### src/rtl/types_pkg.sv
// Shared types for the core's pipeline control: hazard FSM states,
// forwarding selects and the bundled stall/flush control word.
package types_pkg;

  typedef enum logic [1:0] {
    HZ_INIT     = 2'd0,
    HZ_RUN      = 2'd1,
    HZ_MEM_WAIT = 2'd2,
    HZ_HALT     = 2'd3
  } hz_state_e;

  typedef enum logic [1:0] {
    FWD_NONE = 2'b00,
    FWD_W    = 2'b01,
    FWD_M    = 2'b10
  } fwd_sel_e;

  typedef struct packed {
    logic stallF;
    logic stallD;
    logic stallE;
    logic stallM;
    logic flushD;
    logic flushE;
    logic flushW;
  } hz_ctrl_t;

  localparam hz_ctrl_t CTRL_IDLE   = hz_ctrl_t'(7'b0000000);
  localparam hz_ctrl_t CTRL_INIT   = hz_ctrl_t'(7'b1000110);
  // Whole pipeline held; the bubble goes into MEM/WB.
  localparam hz_ctrl_t CTRL_FREEZE = hz_ctrl_t'(7'b1111001);

endpackage

### src/rtl/fwd_select.sv
// Execute-stage forwarding select for one source operand; M beats W.
module fwd_select
  import types_pkg::*;
#(
  parameter int REG_ADDR_WIDTH = 5
) (
  input  logic [REG_ADDR_WIDTH-1:0] rs,
  input  logic [REG_ADDR_WIDTH-1:0] rdM,
  input  logic [REG_ADDR_WIDTH-1:0] rdW,
  input  logic                      regWriteM,
  input  logic                      regWriteW,
  output fwd_sel_e                  fwdSel
);

  always_comb begin
    fwdSel = FWD_NONE;
    if (regWriteM && (rdM == rs) && (rs != '0)) begin
      fwdSel = FWD_M;
    end else if (regWriteW && (rdW == rs) && (rs != '0)) begin
      fwdSel = FWD_W;
    end
  end

endmodule

### src/rtl/hazard_ctrl.sv
// Hazard and sequencing controller for the 5-stage RV32 pipeline: forwarding,
// load-use stalls, branch flushes, memory-wait freeze with timeout, perf counters.
//
// state       | meaning
// HZ_INIT     | one cycle after reset: hold PC, clear IF/ID and ID/EX
// HZ_RUN      | normal hazard handling
// HZ_MEM_WAIT | data memory busy, whole pipeline frozen
// HZ_HALT     | memory timed out, frozen until reset
module hazard_ctrl
  import types_pkg::*;
#(
  parameter int REG_ADDR_WIDTH = 5,
  parameter int MEM_TIMEOUT    = 64,
  parameter int CNT_WIDTH      = 32
) (
  input  logic                      clk,
  input  logic                      reset,
  input  logic [REG_ADDR_WIDTH-1:0] Rs1D,
  input  logic [REG_ADDR_WIDTH-1:0] Rs2D,
  input  logic [REG_ADDR_WIDTH-1:0] Rs1E,
  input  logic [REG_ADDR_WIDTH-1:0] Rs2E,
  input  logic [REG_ADDR_WIDTH-1:0] RdE,
  input  logic [REG_ADDR_WIDTH-1:0] RdM,
  input  logic [REG_ADDR_WIDTH-1:0] RdW,
  input  logic                      ResultSrcE0,
  input  logic                      PCSrcE,
  input  logic                      RegWriteM,
  input  logic                      RegWriteW,
  input  logic                      MemAccessM,
  input  logic                      MemReadyM,
  output logic                      StallF,
  output logic                      StallD,
  output logic                      StallE,
  output logic                      StallM,
  output logic                      FlushD,
  output logic                      FlushE,
  output logic                      FlushW,
  output logic [1:0]                ForwardAE,
  output logic [1:0]                ForwardBE,
  output logic                      mem_fault,
  output logic [CNT_WIDTH-1:0]      stall_cnt,
  output logic [CNT_WIDTH-1:0]      flush_cnt
);

  localparam logic [7:0]           WAIT_LOAD = 8'(MEM_TIMEOUT - 1);
  localparam logic [CNT_WIDTH-1:0] CNT_ONE   = CNT_WIDTH'(1);

  hz_state_e  state, stateNext;
  logic [7:0] waitLeft, waitLeftNext;
  hz_ctrl_t   ctrl;
  fwd_sel_e   fwdA, fwdB;
  logic       lwStall, freeze, branchFlush;

  fwd_select #(.REG_ADDR_WIDTH(REG_ADDR_WIDTH)) uFwdA (
    .rs(Rs1E), .rdM(RdM), .rdW(RdW),
    .regWriteM(RegWriteM), .regWriteW(RegWriteW), .fwdSel(fwdA)
  );

  fwd_select #(.REG_ADDR_WIDTH(REG_ADDR_WIDTH)) uFwdB (
    .rs(Rs2E), .rdM(RdM), .rdW(RdW),
    .regWriteM(RegWriteM), .regWriteW(RegWriteW), .fwdSel(fwdB)
  );

  assign ForwardAE = fwdA;
  assign ForwardBE = fwdB;

  assign lwStall = ResultSrcE0 && (RdE != '0) && ((Rs1D == RdE) || (Rs2D == RdE));
  assign freeze  = MemAccessM && !MemReadyM;

  always_ff @(posedge clk) begin
    if (reset) begin
      state    <= HZ_INIT;
      waitLeft <= '0;
    end else begin
      state    <= stateNext;
      waitLeft <= waitLeftNext;
    end
  end

  // waitLeft counts the frozen cycles still allowed; terminal count is 1.
  always_comb begin
    stateNext    = state;
    waitLeftNext = waitLeft;
    case (state)
      HZ_INIT: stateNext = HZ_RUN;
      HZ_RUN: begin
        if (freeze) begin
          if (WAIT_LOAD == 8'd0) begin
            stateNext = HZ_HALT;
          end else begin
            stateNext    = HZ_MEM_WAIT;
            waitLeftNext = WAIT_LOAD;
          end
        end
      end
      HZ_MEM_WAIT: begin
        if (!freeze) begin
          stateNext = HZ_RUN;
        end else if (waitLeft == 8'd1) begin
          stateNext = HZ_HALT;
        end else begin
          waitLeftNext = waitLeft - 8'd1;
        end
      end
      HZ_HALT: stateNext = HZ_HALT;
      default: stateNext = HZ_INIT;
    endcase
  end

  always_comb begin
    ctrl        = CTRL_IDLE;
    branchFlush = 1'b0;
    case (state)
      HZ_INIT: ctrl = CTRL_INIT;
      HZ_RUN, HZ_MEM_WAIT: begin
        if (freeze) begin
          ctrl = CTRL_FREEZE;
        end else begin
          ctrl.stallF = lwStall;
          ctrl.stallD = lwStall;
          ctrl.flushD = PCSrcE;
          ctrl.flushE = lwStall || PCSrcE;
          branchFlush = PCSrcE;
        end
      end
      HZ_HALT: ctrl = CTRL_FREEZE;
      default: ctrl = CTRL_IDLE;
    endcase
  end

  assign StallF = ctrl.stallF;
  assign StallD = ctrl.stallD;
  assign StallE = ctrl.stallE;
  assign StallM = ctrl.stallM;
  assign FlushD = ctrl.flushD;
  assign FlushE = ctrl.flushE;
  assign FlushW = ctrl.flushW;

  always_ff @(posedge clk) begin
    if (reset) begin
      mem_fault <= 1'b0;
      stall_cnt <= '0;
      flush_cnt <= '0;
    end else begin
      mem_fault <= mem_fault || (stateNext == HZ_HALT);
      if (ctrl.stallF && (stall_cnt != '1)) stall_cnt <= stall_cnt + CNT_ONE;
      if (branchFlush && (flush_cnt != '1)) flush_cnt <= flush_cnt + CNT_ONE;
    end
  end

endmodule

### config.mk
export PLATFORM = sky130hd
export DESIGN_NAME = hazard_ctrl
export DESIGN_NICKNAME = d
export VERILOG_FILES = /design/src/rtl/types_pkg.sv /design/src/rtl/fwd_select.sv /design/src/rtl/hazard_ctrl.sv
export SDC_FILE = /design/constraint.sdc
export NUM_CORES = 1
export LEC_CHECK = 0
export CAP_MARGIN = 5
export CELL_PAD_IN_SITES_DETAIL_PLACEMENT = 0
export CELL_PAD_IN_SITES_GLOBAL_PLACEMENT = 1
export CORE_ASPECT_RATIO = 1.4
export CORE_UTILIZATION = 36
export DETAILED_ROUTE_END_ITERATION = 10
export GPL_TIMING_DRIVEN = 0
export PLACE_DENSITY = 0.84
export SYNTH_ARGS = -nofsm -noshare
export SYNTH_HDL_FRONTEND = slang
export SYNTH_SLANG_ARGS = --single-unit
### constraint.sdc
create_clock -name clk -period 2.9 [get_ports clk]
set_clock_uncertainty 0.15 [all_clocks]
set_input_delay 0.58 -clock clk [delete_from_list [all_inputs] [get_ports clk]]
set_output_delay 0.58 -clock clk [all_outputs]
set_load 0.01 [all_outputs]
==> flow_metrics.env, run 1 <==
export IMPL_netlist_area_um2=4370
export IMPL_hold_viol_final=0
export IMPL_clkTransAtPathRegs_ns=0.05
export IMPL_p_leak_nw=2.21
export IMPL_hold_class="reg -> reg"
export IMPL_endpoint_kind="output port"
export IMPL_grt_pass1_wl_mm=21.0
export IMPL_rr_endpoint="stall_cnt[17]"
export IMPL_cts_buffer_depth=2
export IMPL_synth_adder_area_share_pct=2.29
export IMPL_setup_tns_ns=0
export IMPL_fp_dieH_um=132
export IMPL_gr_total_overflow=0
export IMPL_port_buffers=118
export IMPL_fillers=1115
export IMPL_vdd_ir_drop_max_mv=0.247
export IMPL_htree_levels=3
export IMPL_grt_max_degree=12
export IMPL_powerDensity_nw_per_um2=391
export IMPL_yosys_area_share_simple_pct=32.4
export IMPL_utilization_pct=52.3
export IMPL_critPathSlowestCell="or4_4"
export IMPL_worstHoldStart="stall_cnt[22]"
export IMPL_cp_required_ns=2.17
export IMPL_r2r_start="stall_cnt[1]"
export IMPL_cts_tree="built"
export IMPL_area_growth_pct=41.6
export IMPL_cp_buffers_inverters=2
export IMPL_cp_top_family="simple AND/OR/NAND/NOR gates"
export IMPL_num_antenna_cells=0
export IMPL_die_x_um=95.1
export IMPL_die_area_um2=12600
export IMPL_maxCapViolations=0
export IMPL_synth_top_family_by_area="simple AND/OR/NAND/NOR gates"
export IMPL_path_cells="clkdlybuf4s15_1, or4_4, nor2_4, nor4_4, nor4_2, buf_2"
export IMPL_max_stage_delay_ns=0.58
export IMPL_grt_usage_pct=21.2
export IMPL_drc_errors=0
export IMPL_final_area_um2=6180
export IMPL_slew_viol_final=0
export IMPL_rr_worst_depth=9
export IMPL_postRouteAntennaNets=0
export IMPL_route_met3_wl_um=665
export IMPL_avgViaCountPerCell=5.42
export IMPL_worst_pin_slew_ns=0.738
export IMPL_synth_fp_nets=568
export IMPL_async_reset_ff_share_pct=0
export IMPL_avgSynthCellArea_um2=8.45
export IMPL_highest_layer="met4"
export IMPL_synth_edf_count=0
export IMPL_r2r_slack_ns=0.19
export IMPL_gp_congestion=0.832
export IMPL_setup_viol=0
export IMPL_cts_root_buf="clkbuf_16"
export IMPL_critical_path_arrival_ns=2.14
export IMPL_grt_pass1_vias=4378
export IMPL_drt_first_pass_iters=4
export IMPL_synth_compound_area_share_pct=10.5
export IMPL_numClockSinks=75
export IMPL_synth_xor_area_share_pct=12.8
export IMPL_multi_input_area_um2=2820
export IMPL_crit_type="in -> out"
export IMPL_synthMuxAreaShare_pct=3.87
export IMPL_core_area_um2=11800
export IMPL_period_share_pct=98.8
export IMPL_antenna_found_initial=0
export IMPL_first_iter_violations=167
export IMPL_place_area_um2=5740
export IMPL_numCtsBuffers=9
export IMPL_period_needed_ns=2.87
export IMPL_synth_warnings=0
export IMPL_synth_main_ff_cell="dfxtp_1"
export IMPL_min_to="stall_cnt[22]"
export IMPL_crit_path_start_kind="primary input"
export IMPL_drt_met1_wl_mm=5.24
export IMPL_drive_gt1_share_pct=12.7
export IMPL_max_slew_margin_pct=50.4
export IMPL_drt_wl_total_mm=13.1
export IMPL_nets=708
export IMPL_route_met2_wl_mm=6.92
export IMPL_ioPinCount=119
export IMPL_synthCells=517
export IMPL_row_count=47
export IMPL_wl_per_cell_um=16.2
export IMPL_hold_depth=2
export IMPL_vias=4381
export IMPL_fmax_mhz=349
export IMPL_status="finished clean"
export IMPL_ff_latch_area_um2=1500
export IMPL_hpwlAfterDp_mm=9.87
export IMPL_yosysUniqueCellTypes=50
export IMPL_yosysSeqAreaShare_pct=34.4
export IMPL_clk_latency_ns=0.33
export IMPL_start_util_pct=36.9
export IMPL_cp_max_fo=3
export IMPL_ys_ff_latch=75
## metrics by stage
stage          std cells  total power (W)  hold slack (ns)  setup WS (ns)
6_report             809          0.00242            0.355         0.0349
5_1_grt              809          0.00253            0.376       -0.00345
4_1_cts              807          0.00244            0.351         -0.157
3_5_place_dp         783          0.00138            0.333         -0.722
3_3_place_gp         782          0.00137            0.323         -0.694
2_1_floorplan        517          0.00123            0.337          0.353
## worst register-to-register path: stages, from the launching register on
cell and delay, ns:
dfxtp_1 0.43, ha_1 0.22, nand3_1 0.18, or2_1 0.34, or3_1 0.34, buf_6 0.15
nor3_4 0.22, buf_6 0.19, nor4_1 0.08, mux2_4 0.30
## worst max path at each step
stage	from	endpoint	slack, ns	cells after the start
2_1_floorplan	stall_cnt[0]	stall_cnt[29]	0.35	9
3_3_place_gp	MemReadyM	flush_cnt[16]	-0.69	7
3_5_place_dp	Rs2E[1]	ForwardBE[0]	-0.72	6
4_1_cts	Rs2E[0]	ForwardBE[1]	-0.16	5
5_1_grt	Rs2E[1]	ForwardBE[0]	-0.003	6
6_report	Rs2E[1]	ForwardBE[0]	0.03	6
## Yosys cell counts, drive strengths merged, types with 4 or more instances
cell,count,area (um2)
and4,9,81.3
and3,12,75.1
or3,8,50.1
or4,18,135
xor2,30,263
dfxtp,75,1500
nand2b,4,25.0
buf,10,80.1
nor3,13,76.3
ha,8,100
nor2,58,218
nor4b,5,50.0
inv,11,41.3
nor4,14,113
nand4,23,144
nand2,30,113
o21ai,14,70.1
o31ai,12,90.1
nor2b,12,75.1
clkbuf,11,41.3
mux2,12,169
xnor2,34,298
a21oi,31,163
nand3,36,180
## kinds of logic after synthesis
kind of cell | count (synthesis)
buffers and inverters | 32
xor gates and xnor gates | 64
adders and majority gates | 8
and+or+nand+nor | 253
muxes | 12
DFF | 75
AOI/OAI and AO/OA | 73
## layer usage
layer  track usage [%]  vias up
li1                  -     2171
met1              23.6     2054
met4              9.68        0
met3              5.07       25
met5                 0        -
met2              37.2      131
## flip-flops by register name, indices dropped and copies added, names as in the netlist
| name | flops |
|---|---|
| state | 2 |
| stall_cnt | 32 |
| flush_cnt | 32 |
| waitLeft | 8 |
| mem_fault | 1 |
## cell usage in the layout, fill, tap and decap left out, types with 8 or more instances in the layout
cell             count
dlygate4sd2_1       10
and3_1              12
o21ai_0             11
nand3_1             35
clkbuf_1            14
nor2b_1             11
dfxtp_1             75
clkdlybuf4s50_1     86
dlymetal6s2s_1      10
a21oi_1             28
mux2_4               9
inv_1               10
nor2_1              56
or3_1                8
xor2_1              30
o31ai_1             12
and4_1               8
clkbuf_16            9
nor3_1              12
xnor2_1             32
or4_1               16
nand2_1             30
buf_2               10
buf_4               12
nand4_1             23
## power breakdown
group / switching, W / internal (W) / total [W]
clock network: 0.000419 / 0.000624 / 0.00104
logic: 0.000167 / 0.000146 / 0.000312
registers: 0.0000174 / 0.00105 / 0.00106
## cell type report
class                   count  share of cell area (%)
multi-input cells         410                    45.6
clock inverters             2                   0.162
flip-flops and latches     75                    24.3
clock buffers              14                    4.27
well taps                 147                    2.97
inverters                  11                   0.668
plain buffers              21                    1.96
repair buffers            129                    20.1
## repair_timing
| action | in CTS | in global routing |
|---|---|---|
| hold buffers | 0 | 0 |
| endpoints found under the setup margin | 11 | 25 |
| pin swaps | 9 | 21 |
| resized for setup | 57 | 27 |
| setup buffers | 8 | 2 |
| hold endpoints to repair | 0 | 0 |
(Power assumes the default switching activity.)
==> inputs of run 2 (changes only) <==
clock period = 2.86 ns   (was 2.9 ns; I/O delays follow)
==> run 2 against run 1 <==
Compared with the run above: worst setup slack improved by 0.016 ns; largest power group unchanged; sequential share of layout area decreased by 0.11 points; critical path depth did not move; non-clock buffer count is 1 higher; sequential power about the same; count of clock-buffer cells in the layout unchanged; critical endpoint unchanged; cell area increased by 0.45%; hold slack lost 0.0027 ns; combinational power is 3% higher; final cell count up 0.12%.
==> flow_metrics.env, run 2 (synthesis results as in run 1) <==
export IMPL_cp_buffers_inverters=2
export IMPL_gp_congestion=0.832
export IMPL_grtUsageMet2_pct=37.5
export IMPL_crit_path_start_kind="primary input"
export IMPL_layout_commonest_cell="clkdlybuf4s50_1"
export IMPL_max_stage_delay_ns=0.53
export IMPL_crit_path_end="ForwardBE[0]"
export IMPL_period_share_pct=98.2
export IMPL_maxCapViolations=0
export IMPL_power_switching_w=0.000619
export IMPL_row_count=47
export IMPL_avgViaCountPerCell=5.41
export IMPL_clk_latency_ns=0.34
export IMPL_power_frac_comb_pct=13.0
export IMPL_crit_type="in -> out"
export IMPL_p_sw_share_pct=25.1
export IMPL_die_area_um2=12600
export IMPL_hold_class="reg -> reg"
export IMPL_ioPinCount=119
export IMPL_drt_first_pass_iters=5
export IMPL_endpoint_kind="output port"
export IMPL_hold_slack_ns=0.352
export IMPL_antenna_found_initial=0
export IMPL_p_leak_nw=2.22
export IMPL_max_slew_margin_pct=52.6
export IMPL_drc_errors=0
export IMPL_drive_gt1_share_pct=13.7
export IMPL_wl_per_cell_um=16.2
export IMPL_cts_buffer_depth=2
export IMPL_period_needed_ns=2.81
export IMPL_use_met1_pct=23.6
export IMPL_grt_busiest_layer="met2"
export IMPL_rr_worst_depth=9
export IMPL_grt_usage_pct=21.4
export IMPL_cp_top_family="simple AND/OR/NAND/NOR gates"
export IMPL_hold_viol_final=0
export IMPL_hpwlAfterDp_mm=9.87
export IMPL_hold_depth=2
export IMPL_layout_common_cells="clkdlybuf4s50_1 (85), dfxtp_1 (75), nor2_1 (56)"
export IMPL_ff_latch_area_um2=1500
export IMPL_cts_root_buf="clkbuf_16"
export IMPL_vdd_ir_drop_max_mv=0.254
export IMPL_crit_path_start="Rs2E[3]"
export IMPL_fp_dieH_um=132
export IMPL_slew_viol_final=0
export IMPL_worst_pin_slew_ns=0.705
export IMPL_multi_input_area_um2=2850
export IMPL_r2r_slack_ns=0.14
export IMPL_start_util_pct=36.9
export IMPL_die_x_um=95.1
export IMPL_path_depth=6
export IMPL_powerDensity_nw_per_um2=396
export IMPL_fmax_mhz=356
export IMPL_first_iter_violations=179
export IMPL_critical_path_arrival_ns=2.09
export IMPL_cp_max_fo=3
export IMPL_postCtsHoldBufs=0
export IMPL_critPathSlowestCell="or4_4"
export IMPL_htree_levels=3
export IMPL_fillers=1109
export IMPL_numCtsBuffers=9
export IMPL_setup_viol=0
export IMPL_numClockSinks=75
export IMPL_drt_wl_total_mm=13.1
export IMPL_stdcell_count=810
export IMPL_grt_pass1_wl_mm=21.1
export IMPL_rsz0062_at_grt="no"
export IMPL_power_share_clock_pct=43.2
export IMPL_power_frac_seq_pct=43.8
export IMPL_worstHoldStart="stall_cnt[18]"
export IMPL_rr_endpoint="stall_cnt[11]"
export IMPL_port_buffers=118
export IMPL_postRouteAntennaNets=0
export IMPL_vias=4386
export IMPL_use_met3_pct=5.19
export IMPL_status="finished clean"
export IMPL_core_area_um2=11800
export IMPL_nets=709
export IMPL_area_growth_pct=42.2
export IMPL_dp_cells=783
export IMPL_grt_pass1_vias=4392
export IMPL_gr_total_overflow=0
export IMPL_intPower_w=0.00184
export IMPL_grt_max_degree=12
export IMPL_cts_tree="built"
export IMPL_top_regs="flush_cnt: 32 flops, stall_cnt: 32 flops, waitLeft: 8 flops"
export IMPL_path_cells="clkdlybuf4s15_1, or4_4, nor2_4, nor4_4, nor4_2, buf_2"
export IMPL_num_antenna_cells=0
export IMPL_clkTransAtPathRegs_ns=0.06
export IMPL_cp_required_ns=2.14
export IMPL_r2r_start="stall_cnt[1]"
-- run 2: how the worst min path moves through the flow --
stage	to
after floorplan	waitLeft[1]
after global placement	stall_cnt[18]
after detailed placement	mem_fault
after CTS	stall_cnt[18]
after global routing	stall_cnt[15]
final	stall_cnt[18]
-- run 2: per-layer routing --
metal	wire (um)	part of all wire, %
met1	5240	40
met2	6850	52
met3	698	5.3
met4	296	2.3
met5	0	0
-- run 2: layout make-up --
class | instances | share of cell area [%]
Inverter | 11 | 0.665
Timing Repair Buffer | 130 | 20.0
Sequential cell | 75 | 24.2
Tap cell | 147 | 2.96
Clock inverter | 2 | 0.161
Buffer | 21 | 1.95
Multi-Input combinational cell | 410 | 45.9
Clock buffer | 14 | 4.25
-- run 2: power groups by stage --
stage | logic [W] | registers, W | clock network [W]
floorplan | 0.000150 | 0.00110 | 0
global placement | 0.000289 | 0.00110 | 0
detailed placement | 0.000295 | 0.00110 | 0
CTS | 0.000314 | 0.00108 | 0.00108
global route | 0.000349 | 0.00108 | 0.00114
finish | 0.000320 | 0.00108 | 0.00106
-- run 2: per-stage QoR --
step / TNS [ns] / power [W] / worst slack, ns / cell area (um2) / util, %
final: 0 / 0.00246 / 0.0512 / 6210 / 52.5
after global routing: 0 / 0.00257 / 0.00808 / 6210 / 52.5
after CTS: 0 / 0.00247 / 0.00101 / 6140 / 51.9
after detailed placement: -14.74 / 0.00139 / -0.746 / 5740 / 48.5
after global placement: -17.15 / 0.00139 / -0.726 / 5730 / 48.5
after floorplan: 0 / 0.00125 / 0.313 / 4370 / -
-- run 2: worst reg2reg max path: stages (launching register included) --
cell     delay (ns)
dfxtp_1        0.42
ha_1           0.22
nand3_1        0.18
or2_1          0.35
or3_1          0.34
buf_6          0.15
nor3_4         0.22
buf_6          0.20
nor4b_1        0.08
mux2_4         0.30
-- run 2: repair_timing --
item / CTS / global route
cloned: 0 / 0
setup buffers: 9 / 2
gates resized for setup: 64 / 30
hold endpoints to repair: 0 / 0
endpoints found under the setup margin: 17 / 27
pin swaps: 9 / 19
